$ cat src/rtl/lsu_mem_initiator.sv
// ============================================================================
//  Module   : lsu_mem_initiator
//  Summary  : Load/store initiator between EXU and the NPC data memory.
//             It accepts one request at a time and drives a single read or
//             write strobe. The read address and width are held through the
//             data cycle. Read data is sign- or zero-extended, and a
//             valid/ready response is returned to WBU.
//  Width codes (one-hot): Wdt8=0001, Wdt16=0010, Wdt32=0100, Wdt64=1000.
//  Option   : define LSU_MISALIGN_CHECK_EN to enable the alignment check at
//             accept. Misaligned accesses then bypass memory and respond
//             with resp_err=1.
//  Revision : 1.0  initial release
// ============================================================================
`timescale 1ns/1ps
`default_nettype none

module lsu_mem_initiator #(
    parameter int ADDR_W = 64,
    parameter int DATA_W = 64,
    parameter int WDT_W  = 4
) (
    input  logic              clk,
    input  logic              rst,
    input  logic              req_valid,
    output logic              req_ready,
    input  logic              req_load,
    input  logic              req_store,
    input  logic [ADDR_W-1:0] req_addr,
    input  logic [DATA_W-1:0] req_wdata,
    input  logic [WDT_W-1:0]  req_wdt,
    input  logic              req_uns,
    output logic [ADDR_W-1:0] mem_raddr,
    output logic [ADDR_W-1:0] mem_waddr,
    output logic [DATA_W-1:0] mem_wdata,
    output logic              mem_ren,
    output logic              mem_wen,
    output logic [WDT_W-1:0]  wdt_op,
    input  logic [DATA_W-1:0] mem_rdata,
    output logic              resp_valid,
    input  logic              resp_ready,
    output logic [DATA_W-1:0] resp_data,
    output logic              resp_err
);

    localparam logic [WDT_W-1:0] c_wdt8  = WDT_W'(4'b0001);
    localparam logic [WDT_W-1:0] c_wdt16 = WDT_W'(4'b0010);
    localparam logic [WDT_W-1:0] c_wdt32 = WDT_W'(4'b0100);

    typedef enum logic [2:0] {
        IDLE    = 3'd0,
        RD_REQ  = 3'd1,
        RD_DATA = 3'd2,
        WR      = 3'd3,
        RESP    = 3'd4
    } state_t;

    state_t            r_state;
    state_t            w_next;
    logic              r_uns;
    logic              w_accept;
    logic              w_fault;
    logic [DATA_W-1:0] w_ext;

    assign w_accept = req_valid && req_ready;

`ifdef LSU_MISALIGN_CHECK_EN
    localparam logic [WDT_W-1:0] c_wdt64 = WDT_W'(4'b1000);
    // Only real memory accesses can fault; a nop never touches memory.
    assign w_fault = (req_load || req_store) &&
                     (((req_wdt == c_wdt16) && req_addr[0]) ||
                      ((req_wdt == c_wdt32) && (req_addr[1:0] != 2'b00)) ||
                      ((req_wdt == c_wdt64) && (req_addr[2:0] != 3'b000)));

    // Error flag is decided at accept and held through the response.
    always_ff @(posedge clk) begin
        if (rst) begin
            resp_err <= 1'b0;
        end else if (w_accept) begin
            resp_err <= w_fault;
        end
    end
`else
    assign w_fault  = 1'b0;
    assign resp_err = 1'b0;
`endif

    // State register.
    always_ff @(posedge clk) begin
        if (rst) begin
            r_state <= IDLE;
        end else begin
            r_state <= w_next;
        end
    end

    // Next-state and strobe decode; strobes come straight off the state register.
    always_comb begin
        w_next     = r_state;
        req_ready  = 1'b0;
        mem_ren    = 1'b0;
        mem_wen    = 1'b0;
        resp_valid = 1'b0;
        case (r_state)
            IDLE: begin
                req_ready = 1'b1;
                if (req_valid) begin
                    if (w_fault) begin
                        w_next = RESP;
                    end else if (req_load) begin
                        w_next = RD_REQ;
                    end else if (req_store) begin
                        w_next = WR;
                    end else begin
                        w_next = RESP;
                    end
                end
            end
            RD_REQ: begin
                mem_ren = 1'b1;
                w_next  = RD_DATA;
            end
            RD_DATA: begin
                w_next = RESP;
            end
            WR: begin
                mem_wen = 1'b1;
                w_next  = RESP;
            end
            RESP: begin
                resp_valid = 1'b1;
                if (resp_ready) begin
                    w_next = IDLE;
                end
            end
            default: begin
                w_next = IDLE;
            end
        endcase
    end

    // Extend the memory slice using the held width and the captured sign mode.
    always_comb begin
        w_ext = mem_rdata;
        case (wdt_op)
            c_wdt8: begin
                w_ext = {{(DATA_W-8){mem_rdata[7] & ~r_uns}}, mem_rdata[7:0]};
            end
            c_wdt16: begin
                w_ext = {{(DATA_W-16){mem_rdata[15] & ~r_uns}}, mem_rdata[15:0]};
            end
            c_wdt32: begin
                w_ext = {{(DATA_W-32){mem_rdata[31] & ~r_uns}}, mem_rdata[31:0]};
            end
            default: begin
                w_ext = mem_rdata;
            end
        endcase
    end

    // Capture the request at accept. Read address and width stay put until the next accept.
    always_ff @(posedge clk) begin
        if (rst) begin
            mem_raddr <= '0;
            mem_waddr <= '0;
            mem_wdata <= '0;
            wdt_op    <= '0;
            r_uns     <= 1'b0;
            resp_data <= '0;
        end else if (w_accept) begin
            r_uns     <= req_uns;
            resp_data <= '0;
            if (!w_fault && req_load) begin
                mem_raddr <= req_addr;
                wdt_op    <= req_wdt;
            end else if (!w_fault && req_store) begin
                mem_waddr <= req_addr;
                mem_wdata <= req_wdata;
                wdt_op    <= req_wdt;
            end
        end else if (r_state == RD_DATA) begin
            resp_data <= w_ext;
        end
    end

endmodule

`default_nettype wire

$ cat config.mk
export PLATFORM = sky130hd
export DESIGN_NAME = lsu_mem_initiator
export DESIGN_NICKNAME = d
export VERILOG_FILES = /design/src/rtl/lsu_mem_initiator.sv
export SDC_FILE = /design/constraint.sdc
export NUM_CORES = 1
export LEC_CHECK = 0
export ABC_AREA = 1
export BUFFER_PORTS_ARGS = -buffer_cell sky130_fd_sc_hd__buf_2
export CORE_AREA = 5 5 181 183
export CTS_CLUSTER_DIAMETER = 120
export DETAILED_ROUTE_END_ITERATION = 10
export DIE_AREA = 0 0 186 188
export GPL_TIMING_DRIVEN = 0
export PLACE_DENSITY = 0.68
export SLEW_MARGIN = 10
export SYNTH_ARGS = -nofsm -noshare
export SYNTH_HDL_FRONTEND = slang
export SYNTH_SLANG_ARGS = --single-unit
$ cat constraint.sdc
create_clock -name clk -period 1.4 [get_ports clk]
set_input_delay 0.28 -clock clk [delete_from_list [all_inputs] [get_ports clk]]
set_output_delay 0.28 -clock clk [all_outputs]
set_load 0.01 [all_outputs]
==> metrics.md <==
| Metric | Value |
|---|---|
| Mapped Area | 0.01010 sq mm |
| Hold WC Path Type | input pin to flop |
| Utilization after layout | 0.5205 |
| Slew HR | 0.5894 |
| Num rows | 65 |
| DR vias | 11.82k |
| Maximum fanout along the worst path | 3 |
| Hold Startpoint | req_addr[44] |
| CTS Buf Count | 28 |
| Setup CP Type | flop to output port |
| Gp weighted congestion | 0.8751 |
| Max Freq | 0.6159 GHz |
| CP delay by family, top | flip-flops |
| Vias in the first global route | between 10k and 15k |
| RSZ-0062 raised after global routing | true |
| Most common cell after layout, fill and taps aside | buf_2 |
| Fillcell total | approximately 2.9k |
| R2r endpoint | resp_data[61]$_SDFFE_PP0N_ |
| Fraction of layout cells with a size suffix above 1 | 0.3798 |
| Clock share of power | 0.411 |
| Finished Cell Area | 0.01617 sq mm |
| Flop-to-flop setup slack | -0.18 ns |
| Max_cap viols | 0 |
| Combinational Power Share | 0.173 |
| Placed Area | ~0.013 sq mm |
| Cell Pwr Density | 1194 mW/mm^2 |
| Reg clk slew, reported paths | ~0.060 ns |
| Initial core utilization | 0.3251 |
| TritonCTS clock tree | yes |
| Core area | 0.03107 sq mm |
| Mean area per synthesized cell | between 7 and 8 sq um |
| Initial detailed-routing violation count | 618 |
| Worst hold path depth | 3 |
| Switching power | ~5.1 mW |
| Worst R2R Path Depth | 10 |
| Seq pwr share | 0.416 |
| Clock Skew | 0.01964 ns |
| Hold Path End | mem_waddr[44]$_SDFFE_PP0P_ |
| Leak | 7.430 nW |
| Highest Signal Layer | met4 |
| Final setup margin | -0.2238 ns |
| # nets final | 2146 |
| Syn Inst Count | 1309 |
| Clock Tree Buf Depth | 3 |
| Routed WL | 42910 um |
| Crit path cell chain | inv_4 > nand2_4 > nor2_4 > buf_6 |
| Post-DR vias/cell | 4.987 |
| Worst R2R Start | r_state[0]$_SDFFE_PP0P_ |
| Worst path bufs/invs | 2 |
| Largest net degree at the start of global routing | 14 |
| Area grow syn2layout | 60.14% |
| Met3 wire length | 3928 um |
| I/O pin total | 468 |
| Die Height | 188 um |
| Run status | complete, but fails checks |
| Commonest non-fill, non-tap cells in the layout | buf_2, nand2_1, dfxtp_1 |
| Sw Ratio | 0.2661 |
| Setup crit start kind | flop |
| Grt ovf | 0 |
| Pre-CTS setup slack | -0.9339 ns |
| Metal1 wirelength | 16520 um |
| DP Wirelength | 30400 um |
| Residual DRC count | 0 |
| Initial antenna violation count | 4 |
| Slew @ Worst Pin | 0.6160 ns |
| Routed length per instance | 18.10 um |
| Post-synth cell types | 21 |
| H-tree levels | 1 |
| CP Capture Type | output port |
| Met2 routed WL | 20800 um |
| Required time of the critical path | 1.12 ns |
| Clk Latency, worst-skew pair | 0.55 ns |
| CTS Sinks | around 260 |
| Crit path arrival time | between 1 and 1.5 ns |
| Max incr delay on CP | 0.36 ns |
| Tot GR Track Use | 0.2255 |
| CP max stage cell | dfxtp_4 |
| Peak supply drop | a little under 0.9 mV |
| Post-synth net total | between 1.5k and 2k |
| Die span in x | 186 um |
| Flops & latches, synth | roughly 260 |
| Pint | 14.17 mW |
| Final setup vio count | 251 |
| Root buffer cell | clkbuf_16 |
| IO buf count | 466 |
| Min Tclk post-route | 1.624 ns |
| First-pass GRT wire length | 63170 um |
| Post-DRT Antenna Nets | 0 |
| Fin. Hold Viols | 0 |
| Failing checks | negative setup slack |
| Slew Limit Fails | 0 |
| Synth Warn # | 0 |
| Register area share after synthesis | 0.5234 |
| Period utilization | 1.160 |
| Die footprint | 0.03497 sq mm |
| Drt pass-1 iters | 5 |
## sequential cells by signal, summed over array words and instances, names as in the netlist
name	cells
mem_raddr	64
mem_waddr	64
mem_wdata	64
resp_data	64
wdt_op	4
r_state	3
r_uns	1
## worst min-delay path: stages
cell     delay [ns]
buf_2          0.11
nand3_1        0.07
a21oi_1        0.06
## power by group through the flow
stage	logic (mW)	clock network (mW)	registers [mW]
final	3.34	7.94	8.02
after global routing	3.62	8.40	8.05
after CTS	3.07	8.10	8.02
after detailed placement	2.50	0	8.17
after global placement	2.47	0	8.16
after floorplan	1.21	0	8.30
## cells by family (layout without fill, tap and decap cells)
family	after synthesis	in the layout	synth area share
buf+inv	153	807	0.06901
compound gates	258	258	0.1279
other cells	1	5	0.0003713
flops	264	264	0.5234
simple gates	633	634	0.2794
## cell type report
class                           instances  area, sq um  area share
Tap cell                              402        503.0     0.03110
Sequential cell                       264         5299      0.3277
Antenna cell                            4        10.01   0.0006190
Clock inverter                         10        132.6    0.008201
Buffer                                113        892.1     0.05516
Multi-Input combinational cell        893         4507      0.2787
Timing Repair Buffer                  604         3802      0.2351
Clock buffer                           41        870.8     0.05385
Inverter                               39        155.1    0.009594
## timing repair
action	CTS	global route
hold buffers	107	0
pin swaps	4	24
setup buffers	8	14
cloned	6	4
hold endpoints to repair	118	0
resized for setup	138	120
endpoints found under the setup margin	267	263
## cell usage after synthesis
cell,count,area [sq um]
nand2_2,4,25.02
nand4_1,32,200.2
nand2_1,279,1047
o21ai_0,20,100.1
buf_4,8,60.06
conb_1,1,3.750
nand3_2,1,10.01
nor2_2,6,37.54
nor2_1,77,289.0
inv_1,34,127.6
buf_2,49,245.2
dfxtp_1,264,5285
inv_2,5,18.77
buf_1,3,11.26
nand3_1,199,996.0
clkbuf_1,49,183.9
or2_2,33,206.5
clkbuf_2,1,5.000
a21oi_1,238,1191
buf_6,4,45.04
nor3_1,2,10.01
## worst max path at each step
stage | slack [ns] | end | start | depth (start not counted)
final | -0.22 | req_ready | r_state[2]$_SDFFE_PP0P_ | 4
after global routing | -0.27 | resp_data[2]$_SDFFE_PP0N_ | r_state[0]$_SDFFE_PP0P_ | 9
after CTS | -0.26 | req_ready | r_state[0]$_SDFFE_PP0P_ | 4
after detailed placement | -0.93 | mem_wdata[54]$_SDFFE_PP0P_ | rst | 5
after global placement | -0.89 | mem_wdata[54]$_SDFFE_PP0P_ | rst | 5
after floorplan | 0.05 | resp_data[43]$_SDFFE_PP0N_ | r_state[2]$_SDFFE_PP0P_ | 10
## metrics by stage
step	hold slack, ns	setup TNS, ns	power, mW	cells
global route	0.01534	-40.23	20.07	2370
detailed placement	0.4499	-118.51	10.66	2177
CTS	0.00005806	-20.62	19.19	2349
global placement	0.4449	-113.70	10.63	2177
finish	0.02326	-23.10	19.30	2370
floorplan	0.4149	0	9.504	1309
## per-layer routing
layer / track usage / vias to the layer above
met5: 0 / -
met2: 0.3890 / 569
met1: 0.2687 / 5493
met4: 0.08100 / 0
li1: - / 5642
met3: 0.05897 / 115
No activity file was read; power rests on OpenSTA's default activity.
